File: src/rtl/fix_length_packet_framer.sv
// Word FIFO plus byte serialiser: frames each 32-bit packet as preamble, sync,
// payload bytes and a CRC-16/CCITT-FALSE trailer on an 8-bit Avalon-ST source.
module fix_length_packet_framer #(
  parameter int          FIFO_DEPTH    = 8,
  parameter int          PREAMBLE_LEN  = 4,
  parameter logic [7:0]  PREAMBLE_BYTE = 8'h55,
  parameter logic [7:0]  SYNC_BYTE     = 8'hD5
) (
  input  logic        clock_clk,
  input  logic        reset_reset,
  input  logic [31:0] asi_in0_data,
  input  logic        asi_in0_valid,
  output logic        asi_in0_ready,
  input  logic        asi_in0_startofpacket,
  input  logic        asi_in0_endofpacket,
  output logic [7:0]  aso_out0_data,
  output logic        aso_out0_valid,
  input  logic        aso_out0_ready,
  output logic        aso_out0_startofpacket,
  output logic        aso_out0_endofpacket,
  output logic        status_overflow,
  output logic [15:0] status_drop_count
);

  localparam int         AW         = $clog2(FIFO_DEPTH);
  localparam logic [AW:0] FULL_COUNT = (AW+1)'(FIFO_DEPTH);
  localparam logic [3:0] LAST_PRE   = 4'(PREAMBLE_LEN - 1);

  typedef enum logic [2:0] {IDLE, PREAMBLE, SYNC, PAYLOAD, CRC_HI, CRC_LO} state_t;

  logic [33:0]   mem_q [FIFO_DEPTH];
  logic [AW-1:0] wrPtr_q, rdPtr_q;
  logic [AW:0]   count_q, count_d;
  logic          ready_q, overflow_q;
  logic          full, empty, push, pop, advance, lastByte;
  logic [33:0]   head;

  state_t      state_q;
  logic [31:0] word_q;
  logic        wordEop_q, haveWord_q;
  logic [1:0]  idx_q;
  logic [3:0]  preCnt_q;
  logic [15:0] crc_q, drop_q;
  logic [7:0]  outData_q, payByte;
  logic        outValid_q, outSop_q, outEop_q;

  function automatic logic [15:0] crcByte(input logic [15:0] c, input logic [7:0] b);
    logic [15:0] r;
    r = c ^ {b, 8'h00};
    for (int i = 0; i < 8; i++) r = r[15] ? ((r << 1) ^ 16'h1021) : (r << 1);
    return r;
  endfunction

  assign full     = (count_q == FULL_COUNT);
  assign empty    = (count_q == '0);
  assign head     = mem_q[rdPtr_q];
  assign advance  = !outValid_q || aso_out0_ready;
  assign lastByte = (idx_q == 2'd3);
  assign push     = asi_in0_valid && (!full || pop);
  assign count_d  = count_q + {{AW{1'b0}}, push} - {{AW{1'b0}}, pop};

  // The FSM consumes the FIFO head exactly when its own state update takes it.
  always_comb begin
    pop = 1'b0;
    if (!empty) begin
      case (state_q)
        IDLE:    pop = 1'b1;
        PAYLOAD: pop = !haveWord_q || (advance && lastByte && !wordEop_q);
        default: pop = 1'b0;
      endcase
    end
  end

  always_comb begin
    case (idx_q)
      2'd0:    payByte = word_q[31:24];
      2'd1:    payByte = word_q[23:16];
      2'd2:    payByte = word_q[15:8];
      default: payByte = word_q[7:0];
    endcase
  end

  always_ff @(posedge clock_clk) begin
    if (push) mem_q[wrPtr_q] <= {asi_in0_startofpacket, asi_in0_endofpacket, asi_in0_data};
  end

  always_ff @(posedge clock_clk or posedge reset_reset) begin
    if (reset_reset) begin
      wrPtr_q    <= '0;
      rdPtr_q    <= '0;
      count_q    <= '0;
      ready_q    <= 1'b1;
      overflow_q <= 1'b0;
    end else begin
      if (push) wrPtr_q <= wrPtr_q + 1'b1;
      if (pop)  rdPtr_q <= rdPtr_q + 1'b1;
      count_q <= count_d;
      ready_q <= (count_d != FULL_COUNT);
      if (asi_in0_valid && full && !pop) overflow_q <= 1'b1;
    end
  end

  // Output registers are reloaded only when the current byte has been taken
  // (or nothing is presented), so the CRC covers exactly the bytes emitted.
  always_ff @(posedge clock_clk or posedge reset_reset) begin
    if (reset_reset) begin
      state_q    <= IDLE;
      word_q     <= '0;
      wordEop_q  <= 1'b0;
      haveWord_q <= 1'b0;
      idx_q      <= '0;
      preCnt_q   <= '0;
      crc_q      <= 16'hFFFF;
      drop_q     <= '0;
      outData_q  <= '0;
      outValid_q <= 1'b0;
      outSop_q   <= 1'b0;
      outEop_q   <= 1'b0;
    end else begin
      case (state_q)
        IDLE: begin
          if (advance) begin
            outValid_q <= 1'b0;
            outSop_q   <= 1'b0;
            outEop_q   <= 1'b0;
          end
          if (!empty) begin
            if (head[33]) begin
              word_q     <= head[31:0];
              wordEop_q  <= head[32];
              haveWord_q <= 1'b1;
              preCnt_q   <= '0;
              state_q    <= PREAMBLE;
            end else if (drop_q != 16'hFFFF) begin
              drop_q <= drop_q + 16'd1;
            end
          end
        end
        PREAMBLE: if (advance) begin
          outData_q  <= PREAMBLE_BYTE;
          outValid_q <= 1'b1;
          outSop_q   <= (preCnt_q == 4'd0);
          outEop_q   <= 1'b0;
          preCnt_q   <= preCnt_q + 4'd1;
          if (preCnt_q == LAST_PRE) state_q <= SYNC;
        end
        SYNC: if (advance) begin
          outData_q  <= SYNC_BYTE;
          outValid_q <= 1'b1;
          outSop_q   <= 1'b0;
          outEop_q   <= 1'b0;
          crc_q      <= 16'hFFFF;
          idx_q      <= '0;
          state_q    <= PAYLOAD;
        end
        PAYLOAD: begin
          if (haveWord_q) begin
            if (advance) begin
              outData_q  <= payByte;
              outValid_q <= 1'b1;
              outSop_q   <= 1'b0;
              outEop_q   <= 1'b0;
              crc_q      <= crcByte(crc_q, payByte);
              idx_q      <= idx_q + 2'd1;
              if (lastByte) begin
                if (wordEop_q) begin
                  state_q <= CRC_HI;
                end else if (!empty) begin
                  word_q    <= head[31:0];
                  wordEop_q <= head[32];
                end else begin
                  haveWord_q <= 1'b0;
                end
              end
            end
          end else begin
            if (advance) outValid_q <= 1'b0;
            if (!empty) begin
              word_q     <= head[31:0];
              wordEop_q  <= head[32];
              haveWord_q <= 1'b1;
            end
          end
        end
        CRC_HI: if (advance) begin
          outData_q  <= crc_q[15:8];
          outValid_q <= 1'b1;
          outSop_q   <= 1'b0;
          outEop_q   <= 1'b0;
          state_q    <= CRC_LO;
        end
        CRC_LO: if (advance) begin
          outData_q  <= crc_q[7:0];
          outValid_q <= 1'b1;
          outSop_q   <= 1'b0;
          outEop_q   <= 1'b1;
          state_q    <= IDLE;
        end
        default: state_q <= IDLE;
      endcase
    end
  end

  assign asi_in0_ready          = ready_q;
  assign aso_out0_data          = outData_q;
  assign aso_out0_valid         = outValid_q;
  assign aso_out0_startofpacket = outSop_q;
  assign aso_out0_endofpacket   = outEop_q;
  assign status_overflow        = overflow_q;
  assign status_drop_count      = drop_q;

endmodule

File: config.mk
export PLATFORM = sky130hd
export DESIGN_NAME = fix_length_packet_framer
export DESIGN_NICKNAME = d
export VERILOG_FILES = /design/src/rtl/fix_length_packet_framer.sv
export SDC_FILE = /design/constraint.sdc
export NUM_CORES = 1
export LEC_CHECK = 0
export CAP_MARGIN = 25
export CORE_MARGIN = 2
export CORE_UTILIZATION = 54
export DETAILED_ROUTE_END_ITERATION = 10
export PLACE_DENSITY = 0.76
export SYNTH_ARGS = -nofsm -noshare
export SYNTH_HDL_FRONTEND = slang
export SYNTH_SLANG_ARGS = --single-unit
File: constraint.sdc
create_clock -name clock_clk -period 4.3 [get_ports clock_clk]
set_clock_uncertainty 0.2 [all_clocks]
set_input_delay 0.43 -clock clock_clk [delete_from_list [all_inputs] [get_ports clock_clk]]
set_output_delay 0.43 -clock clock_clk [all_outputs]
set_load 0.01 [all_outputs]
# --- Word level (Yosys, flattened, before mapping) ---
# Memory sizes are Yosys's and may differ from the RTL's.
# Cells that the tools add are included.
word_totals:
  reg_bits: 98
  latchBits: 0
  ram_bits: 272
  romBits: 0
  inputBits: 38
  out_inout_bits: 29
  word_cells: 181
  memories: 1
op_classes:
  add_sub_neg: 7
  multipliers: 0
  div: 0
  order_cmp: 0
  n_eq_ne: 27
  n_shift: 0
  muxes: 81
  n_bitwise: 11
  n_reduce_logical: 37
memory_table:
  columns: ["memory", "words", "word_bits", "rd", "rd_clocked_by_memory_dff", "write_ports", "line_no", "text"]
  rows:
  - ["mem_q", 8, 34, 1, 0, 1, "31", "logic [33:0] mem_q [FIFO_DEPTH];"]
op_table:
  columns: ["cell", "n"]
  rows:
  - ["$mux 32", 7]
  - ["$mux 13", 8]
  - ["$pmux 32 s2", 1]
  - ["$mux 16", 3]
  - ["$mux 8", 6]
  - ["$pmux 8 s5", 1]
  - ["$mux 3", 11]
  - ["$pmux 16 s2", 1]
  - ["$mux 1", 27]
  - ["$not 3->3", 8]
  - ["$pmux 8 s3", 1]
  - ["$ne 2x2->1 const B", 11]
  - ["$pmux 3 s6", 1]
  - ["$add 16x1->16 const B", 1]
  - ["$ne 16x16->1 const B", 1]
  - ["$xor 16x16->16", 1]
  - ["$mux 4", 3]
  - ["$ne 3x3->1 const B", 4]
  - ["$reduce_and 4->1", 3]
  - ["$reduce_and 6->1", 2]
  - ["$reduce_or 4->1", 3]
  - ["$reduce_and 11->1", 1]
  - ["$pmux 1 s3", 3]
  - ["$reduce_and 3->1", 3]
  - ["other kinds (28)", 52]

# --- Longest topological paths before layout ---
# Gate-level depths: netlist (run 1).
depth:
  word_depth: 22
  mapped_depth: 12

# --- Worst setup path before layout (run 1) ---
# No wires, ideal clock.
synth_path:
  kind: "reg2reg"
  start: "register outValid_q (netlist: aso_out0_valid)"
  end: "memory mem_q[1][0], enable pin"
  setup_time_ns: 0.467
  t_arrival_ns: 3.940
  required_ns: 3.633
  setup_slack_ns: -0.308
  stages_incl_launch_ff: 8
  synth_period_minus_slack_ns: 4.608
  cell_sequence: "dfrtp_1 -> nor2b_1 -> clkbuf_1 -> o21ai_0 -> a21oi_1 -> o31ai_1 -> nand3_1 -> nor3_1"
synth_between:
  elab_chain_cells: 11
synth_rtl:
  columns: ["item", "line_no", "text"]
  rows:
  - ["from (decl)", "45", "logic outValid_q, outSop_q, outEop_q;"]
  - ["from (signal assigned)", "116", "outValid_q <= 1'b0;"]
  - ["from (signal assigned)", "123", "outValid_q <= 1'b0;"]
  - ["from (signal assigned)", "141", "outValid_q <= 1'b1;"]
  - ["$logic_not 1->1", "57", "assign advance = !outValid_q || aso_out0_ready;"]
  - ["$logic_or 1x1->1", "57", null]
  - ["$logic_and 1x1->1 (2 in a row)", "68", "PAYLOAD: pop = !haveWord_q || (advance && lastByte && !wordEop_q);"]
  - ["$logic_or 1x1->1", "68", null]
  - ["$pmux 1 s2", "66", "case (state_q)"]
  - ["$mux 1", "65", "if (!empty) begin"]
  - ["$logic_or 1x1->1", "59", "assign push = asi_in0_valid && (!full || pop);"]
  - ["$logic_and 1x1->1", "59", null]
  - ["$mux 1", "84", "if (push) mem_q[wrPtr_q] <= {asi_in0_startofpacket, asi_in0_endofpacket, asi_in0_data};"]
  - ["$mux 1 (implied by the code)", "84", null]
  - ["to (decl)", "31", null]
# No other way between the ends.

# --- Final worst setup path (run 1) ---
layout_path:
  start: "register state_q[0]"
  end: "register ready_q (netlist: asi_in0_ready)"
layout_between:
  elab_chain_cells: 8
  elab_cells_between_ends: 9
  cone_classes: "add/sub: 2; eq/ne: 2; mux: 2; reduce/logical: 3"
layout_rtl:
  columns: ["item", "line_no", "text"]
  rows:
  - ["from (decl)", "38", "state_t state_q;"]
  - ["from (signal assigned)", "107", "state_q <= IDLE;"]
  - ["from (signal assigned)", "133", "state_q <= PREAMBLE;"]
  - ["from (signal assigned)", "145", "if (preCnt_q == LAST_PRE) state_q <= SYNC;"]
  - ["$eq 3x2->1 or $logic_not 3->1 (tied branches)", "66", null]
  - ["$pmux 1 s2 *", "66", null]
  - ["$mux 1 *", "65", null]
  - ["$logic_or 1x1->1", "59", null]
  - ["$logic_and 1x1->1", "59", null]
  - ["$add 4x1->4", "60", "assign count_d = count_q + {{AW{1'b0}}, push} - {{AW{1'b0}}, pop};"]
  - ["$sub 4x1->4 *", "60", null]
  - ["net count_d[3]", "33", "logic [AW:0] count_q, count_d;"]
  - ["$ne 4x4->1 *", "98", "ready_q <= (count_d != FULL_COUNT);"]
  - ["to (signal assigned)", "98", null]
  - ["to (decl)", "34", "logic ready_q, overflow_q;"]
# The timed path passes the listed nets; every way through them passes the cells marked *.
# A chain may end at the register's enable or synchronous reset.

==> results of run 1 <==
cell families after synthesis:
logic type | share of synthesized area (%)
and+or+nand+nor | 5.27
xor gates and xnor gates | 2.78
AOI/OAI and AO/OA | 4.94
DFF | 70.6
muxes | 13.3
adders and majority gates | 1.38
buffers and inverters | 1.65
metrics by stage:
step | hold slack (ns) | instances | setup slack (ns) | cell area, sq um
after global placement | 0.261 | 1313 | 0.536 | 16300
after global routing | 0.0222 | 1383 | 0.379 | 17500
after detailed placement | 0.270 | 1313 | 0.512 | 16300
after floorplan | 0.284 | 891 | 0.596 | 15100
after CTS | 0.283 | 1382 | 0.679 | 17500
final | -0.00377 | 1383 | 0.674 | 17500
per-layer routing:
metal  wire (um)  part of all wire [%]  up-vias  global-route usage (%)
met5           0                     0        -                       0
met4         562                   2.0        0                    5.60
met3        1680                   5.8       40                    3.35
met2       14500                    50      253                    34.1
met1       12000                    42     4091                    28.1
li1            -                     -     3612                       -
sequential cells by signal, indices dropped and copies added (netlist names):
name,flops
idx_q,2
word_q,32
rdPtr_q,3
asi_in0_ready,1
crc_q,16
state_q,3
aso_out0_data,8
count_q,4
status_overflow,1
haveWord_q,1
wordEop_q,1
status_drop_count,16
preCnt_q,4
mem_q,272
aso_out0_startofpacket,1
aso_out0_valid,1
wrPtr_q,3
aso_out0_endofpacket,1
layout make-up:
| cell class | count | area [sq um] | area share [%] |
|---|---|---|---|
| Clock buffer | 55 | 1070 | 6.11 |
| Sequential cell | 370 | 10600 | 60.8 |
| Tap cell | 378 | 473 | 2.70 |
| Multi-Input combinational cell | 460 | 4240 | 24.2 |
| Inverter | 21 | 81.3 | 0.464 |
| Timing Repair Buffer | 85 | 911 | 5.20 |
| Clock inverter | 14 | 95.1 | 0.543 |
power by group:
group	leakage [nW]	internal (mW)	switching [mW]
clock	0.574	1.75	1.32
combinational	1.90	1.90	2.23
sequential	3.61	4.67	0.491
total	6.08	8.31	4.05
critical path: stages (launching register included):
cell and delay (ns):
dfrtp_1 0.75, inv_1 0.27, nor2_1 0.21, a21oi_1 0.17, or3_1 0.42, nand2_1 0.09, o21ai_0 0.08, ha_1 0.22
a21o_1 0.18, a21oi_1 0.17, xor2_1 0.18, or4b_2 0.60
placed cells by master, fill, tap and decap left out, drive strengths merged, types with 35 or more instances in the layout:
master | Yosys | routed
edfxtp | 272 | 272
dfrtp | 81 | 81
mux4 | 68 | 68
clkdlybuf4s50 | 0 | 66
nor2 | 65 | 65
a21oi | 60 | 60
clkbuf | 27 | 55
nand2 | 43 | 43
mux2i | 39 | 39
xnor2 | 35 | 35
final timing paths:
kind | from | endpoint | slack (ns)
min in group clock_clk | aso_out0_data[1]$_DFFE_PP0P_ | aso_out0_data[1]$_DFFE_PP0P_ | 0.27
worst min register to register | aso_out0_data[1]$_DFFE_PP0P_ | aso_out0_data[1]$_DFFE_PP0P_ | 0.27
worst max register to register | state_q[0]$_DFFE_PP0P_ | asi_in0_ready$_DFF_PP1_ | 0.67
worst min-delay path | reset_reset | status_drop_count[4]$_DFFE_PP0P_ | -0.004
worst max-delay path | state_q[0]$_DFFE_PP0P_ | asi_in0_ready$_DFF_PP1_ | 0.67
max in group asynchronous | reset_reset | crc_q[14]$_DFFE_PP1P_ | 2.93
==> impl_metrics.ini, run 1 <==
[run_status]
outcome = finished with violations
violations = negative hold slack

[logic_synthesis]
synth_flop_cell = edfxtp_1
synth_warnings = 0
synth.top_cells.by_count = edfxtp_1, dfrtp_1, mux4_2, nor2_1, a21oi_1
synth_area_sq_um = 15100
syn_area_per_cell_sq_um = 16.9
netlist_top_cells_area = edfxtp_1, dfrtp_1, mux4_2, dfstp_2, mux2i_1
synth_seq_cells = 370
yosysSeqAreaShare_pct = 70.6
ys_async_sr_fraction_pct = 26.5
synth_top_area_share_pct = 54.2
synth_cell_types = 57
yosys.area.top_type = edfxtp_1
synth_edf_count = 272
syn_inst = 891
syn-num-nets = 945
synth.most_common_cell = edfxtp_1

[global_routing]
grt_first_pass_wirelength_um = 45300
grt_pass1_vias = 8040
grt-ovfl-total = 0
grt_usage_pct = 20.4
grt_max_degree = 80
antenna_found_initial = 0

[cts]
clk_path_buf_depth = 3
cts_buffers = 38
ctsResizeCount = 0
clock_insertion_delay_worst_skew_ns = 0.53
root_buffer = clkbuf_16
clock_sinks = 370
hold_buffers = 0
clk_pin_slew_worst_paths_ns = 0.06
cts_tree = built
cts-htree-levels = 2
postCtsSetupBuffers = 0

[route]
vias = 7996
ant_nets = 0
drt_first_iter_violations = 813
drc = 0
first_pass_iters = 5
totalWireLength_um = 28800
routedWlPerCell_um = 20.8
via_per_inst = 5.78

[floorplan]
dieHeight_um = 171
die_x_um = 171
start_util_pct = 54.5
dieArea_sq_um = 29200
core_area_sq_um = 27600
rows = 61
ios = 67

[sta]
period_share_pct = 84.3
setup_violations = 0
fmax_ghz = 0.276
holdWs_ns = -0.00377
final_hold_viol_count = 15
min_period_ns = 3.63
drv_slew = 0
worst_pin_slew_ns = 0.871
grt_setup_unrepaired = false
maxSlewHeadroom_pct = 41.5
fin_setup_tns_ns = 0

[power_and_ir_drop]
vdd_drop_max_mv = 0.508
p_leak_nw = 6.08
total_power_mw = 12.4
p_per_area_nw_per_um2 = 705

[layout]
area_growth_pct = 16.3
nNetsFinal = 1030
n_fill_cell = 1986
diodes = 0
final_core_util_pct = 63.4
layout-drive-gt1-share_pct = 18.7

[worst_hold_path]
hold_class = input pin to async pin

[critical_path]
worstPathRequired_ns = 4.53
cp-end-kind = register
worst_r2r_path_depth = 11
startpoint_type = register
critPathKind = register to register
cp.arrival_ns = 3.85
cp_max_fo = 20

[placed_design]
port_buffers = 66
dp.final_hpwl_um = 16900
routabilityCongestion = 0.807

[job]
maxCapViolCount = 0
No activity file was read; power rests on OpenSTA's default activity.
==> run 2, diff against run 1 <==
Settings changed: CORE_UTILIZATION 54 to 60, PLACE_DENSITY 0.76 to 0.8.
Clock period 4.3 ns to 3.37 ns, I/O delays scaled along.
==> impl_metrics.ini, run 2 (synthesized netlist as in run 1, its figures left out) <==
[critical_path]
cp.arrival_ns = 3.39
cp_max_fo = 3
cp.depth = 13
critPathTopFamily = simple AND/OR/NAND/NOR gates
crit_chain = ha_2 -> nand2b_1 -> o21ai_1 -> a21oi_1 -> buf_4 -> nor3_4 -> nand2b_1 -> o21ai_0 -> ha_2 -> inv_1 -> fa_1 -> inv_1 -> or4b_2
cp-end-kind = register
slowest_delay_ns = 0.66
worst_r2r_path_depth = 13
worstPathRequired_ns = 3.58
startpoint_type = register
worst-path-buf-inv = 3
critPathKind = register to register
reg2reg_slack_ns = 0.19
critPathSlowestCell = or4b_2

[placed_design]
place_inst = 1288
port_buffers = 66
dp.final_hpwl_um = 19400
routabilityCongestion = 0.847

[route]
totalWireLength_um = 30900
ant_nets = 0
drt_first_iter_violations = 838
via_per_inst = 6.09
first_pass_iters = 8
drc = 0
vias = 8258
routedWlPerCell_um = 22.8

[layout]
largest_register_ffs = 272
final_core_util_pct = 73.1
regMostFlops = mem_q
nNetsFinal = 1058
final_common_cell = edfxtp_1
layout_common_cells = edfxtp_1, dfrtp_1, mux4_2
reg_top3 = mem_q (272), word_q (32)
area_growth_pct = 18.8
diodes = 0
stdcell_count = 1356
layout-drive-gt1-share_pct = 21.7

[global_routing]
grt_first_pass_wirelength_um = 48600
antenna_found_initial = 0
grt_pass1_vias = 8667
grt-ovfl-total = 0
grt_max_degree = 65
grt_usage_pct = 24.3

[sta]
final_hold_viol_count = 0
period_share_pct = 94.3
holdWs_ns = 0.0782
maxSlewHeadroom_pct = 40.0
worst_pin_slew_ns = 0.894
drv_slew = 0
fmax_ghz = 0.315
min_period_ns = 3.18
setup_violations = 0
fin_setup_tns_ns = 0

[cts]
clock_insertion_delay_worst_skew_ns = 0.52
cts-htree-levels = 2
clock_sinks = 370
cts_buffers = 37
clk_path_buf_depth = 3
root_buffer = clkbuf_16
clk_pin_slew_worst_paths_ns = 0.06
cts_tree = built

[floorplan]
die_x_um = 162
start_util_pct = 61.6
core_area_sq_um = 24500
dieHeight_um = 162
ios = 67
dieArea_sq_um = 26400
rows = 57

[job]
maxCapViolCount = 0

[power_and_ir_drop]
vdd_drop_max_mv = 0.583
p_leak_nw = 6.30
p_per_area_nw_per_um2 = 928

[worst_hold_path]
hold_class = input pin to async pin

[run_status]
outcome = completed
[run 2: cell types whose count changed in the layout (fill, tap and decap cells not counted), sizes merged]
cell      before  now
clkbuf        55   49
buf           19   48
clkinv        12    7
clkinvlp       0    3
bufinv         0    6
[run 2: final timing paths]
path	startpoint	end
hold reg to reg	status_overflow$_DFFE_PP0P_	status_overflow$_DFFE_PP0P_
hold / removal	reset_reset	status_drop_count[3]$_DFFE_PP0P_
min in group clock_clk	status_overflow$_DFFE_PP0P_	status_overflow$_DFFE_PP0P_
max in group asynchronous	reset_reset	crc_q[13]$_DFFE_PP1P_
setup / recovery	idx_q[1]$_DFFE_PP0P_	asi_in0_ready$_DFF_PP1_
setup reg to reg	idx_q[1]$_DFFE_PP0P_	asi_in0_ready$_DFF_PP1_
[run 2: per-stage QoR]
| stage | power, mW | worst slack, ns | cell area, sq um |
|---|---|---|---|
| CTS | 16.7 | 0.107 | 17900 |
| global route | 17.4 | -0.00526 | 17900 |
| finish | 16.6 | 0.193 | 17900 |
| detailed placement | 12.2 | -0.206 | 16600 |
| global placement | 12.0 | -0.0802 | 16600 |
| floorplan | 10.4 | -0.334 | 15100 |
[run 2: power by group]
group          total [mW]  switching, mW  leakage [nW]  internal (mW)
Clock                4.36           1.67         0.632           2.69
Combinational        5.65           3.05          2.06           2.60
Sequential           6.59          0.634          3.61           5.95
[run 2: repair_timing]
action	CTS	global route
resized for setup	1	4
hold buffers	0	0
endpoints found under the setup margin	1	1
buffers inserted	0	1
[run 2: final cells by class]
class                   instances  area [sq um]
flip-flops and latches        370         10600
fillers                      1442          6570
multi-input cells             460          4260
repair buffers                114          1180
clock buffers                  49          1060
well taps                     324           405
clock inverters                18           249
inverters                      21          81.3
[run 2: routing by layer]
metal / vias to the layer above / share of wire (%) / global-route usage (%)
li1: 3669 / - / -
met1: 4186 / 40 / 32.7
met2: 340 / 51 / 41.1
met3: 63 / 6.1 / 3.77
met4: 0 / 2.9 / 8.73
met5: - / 0 / 0
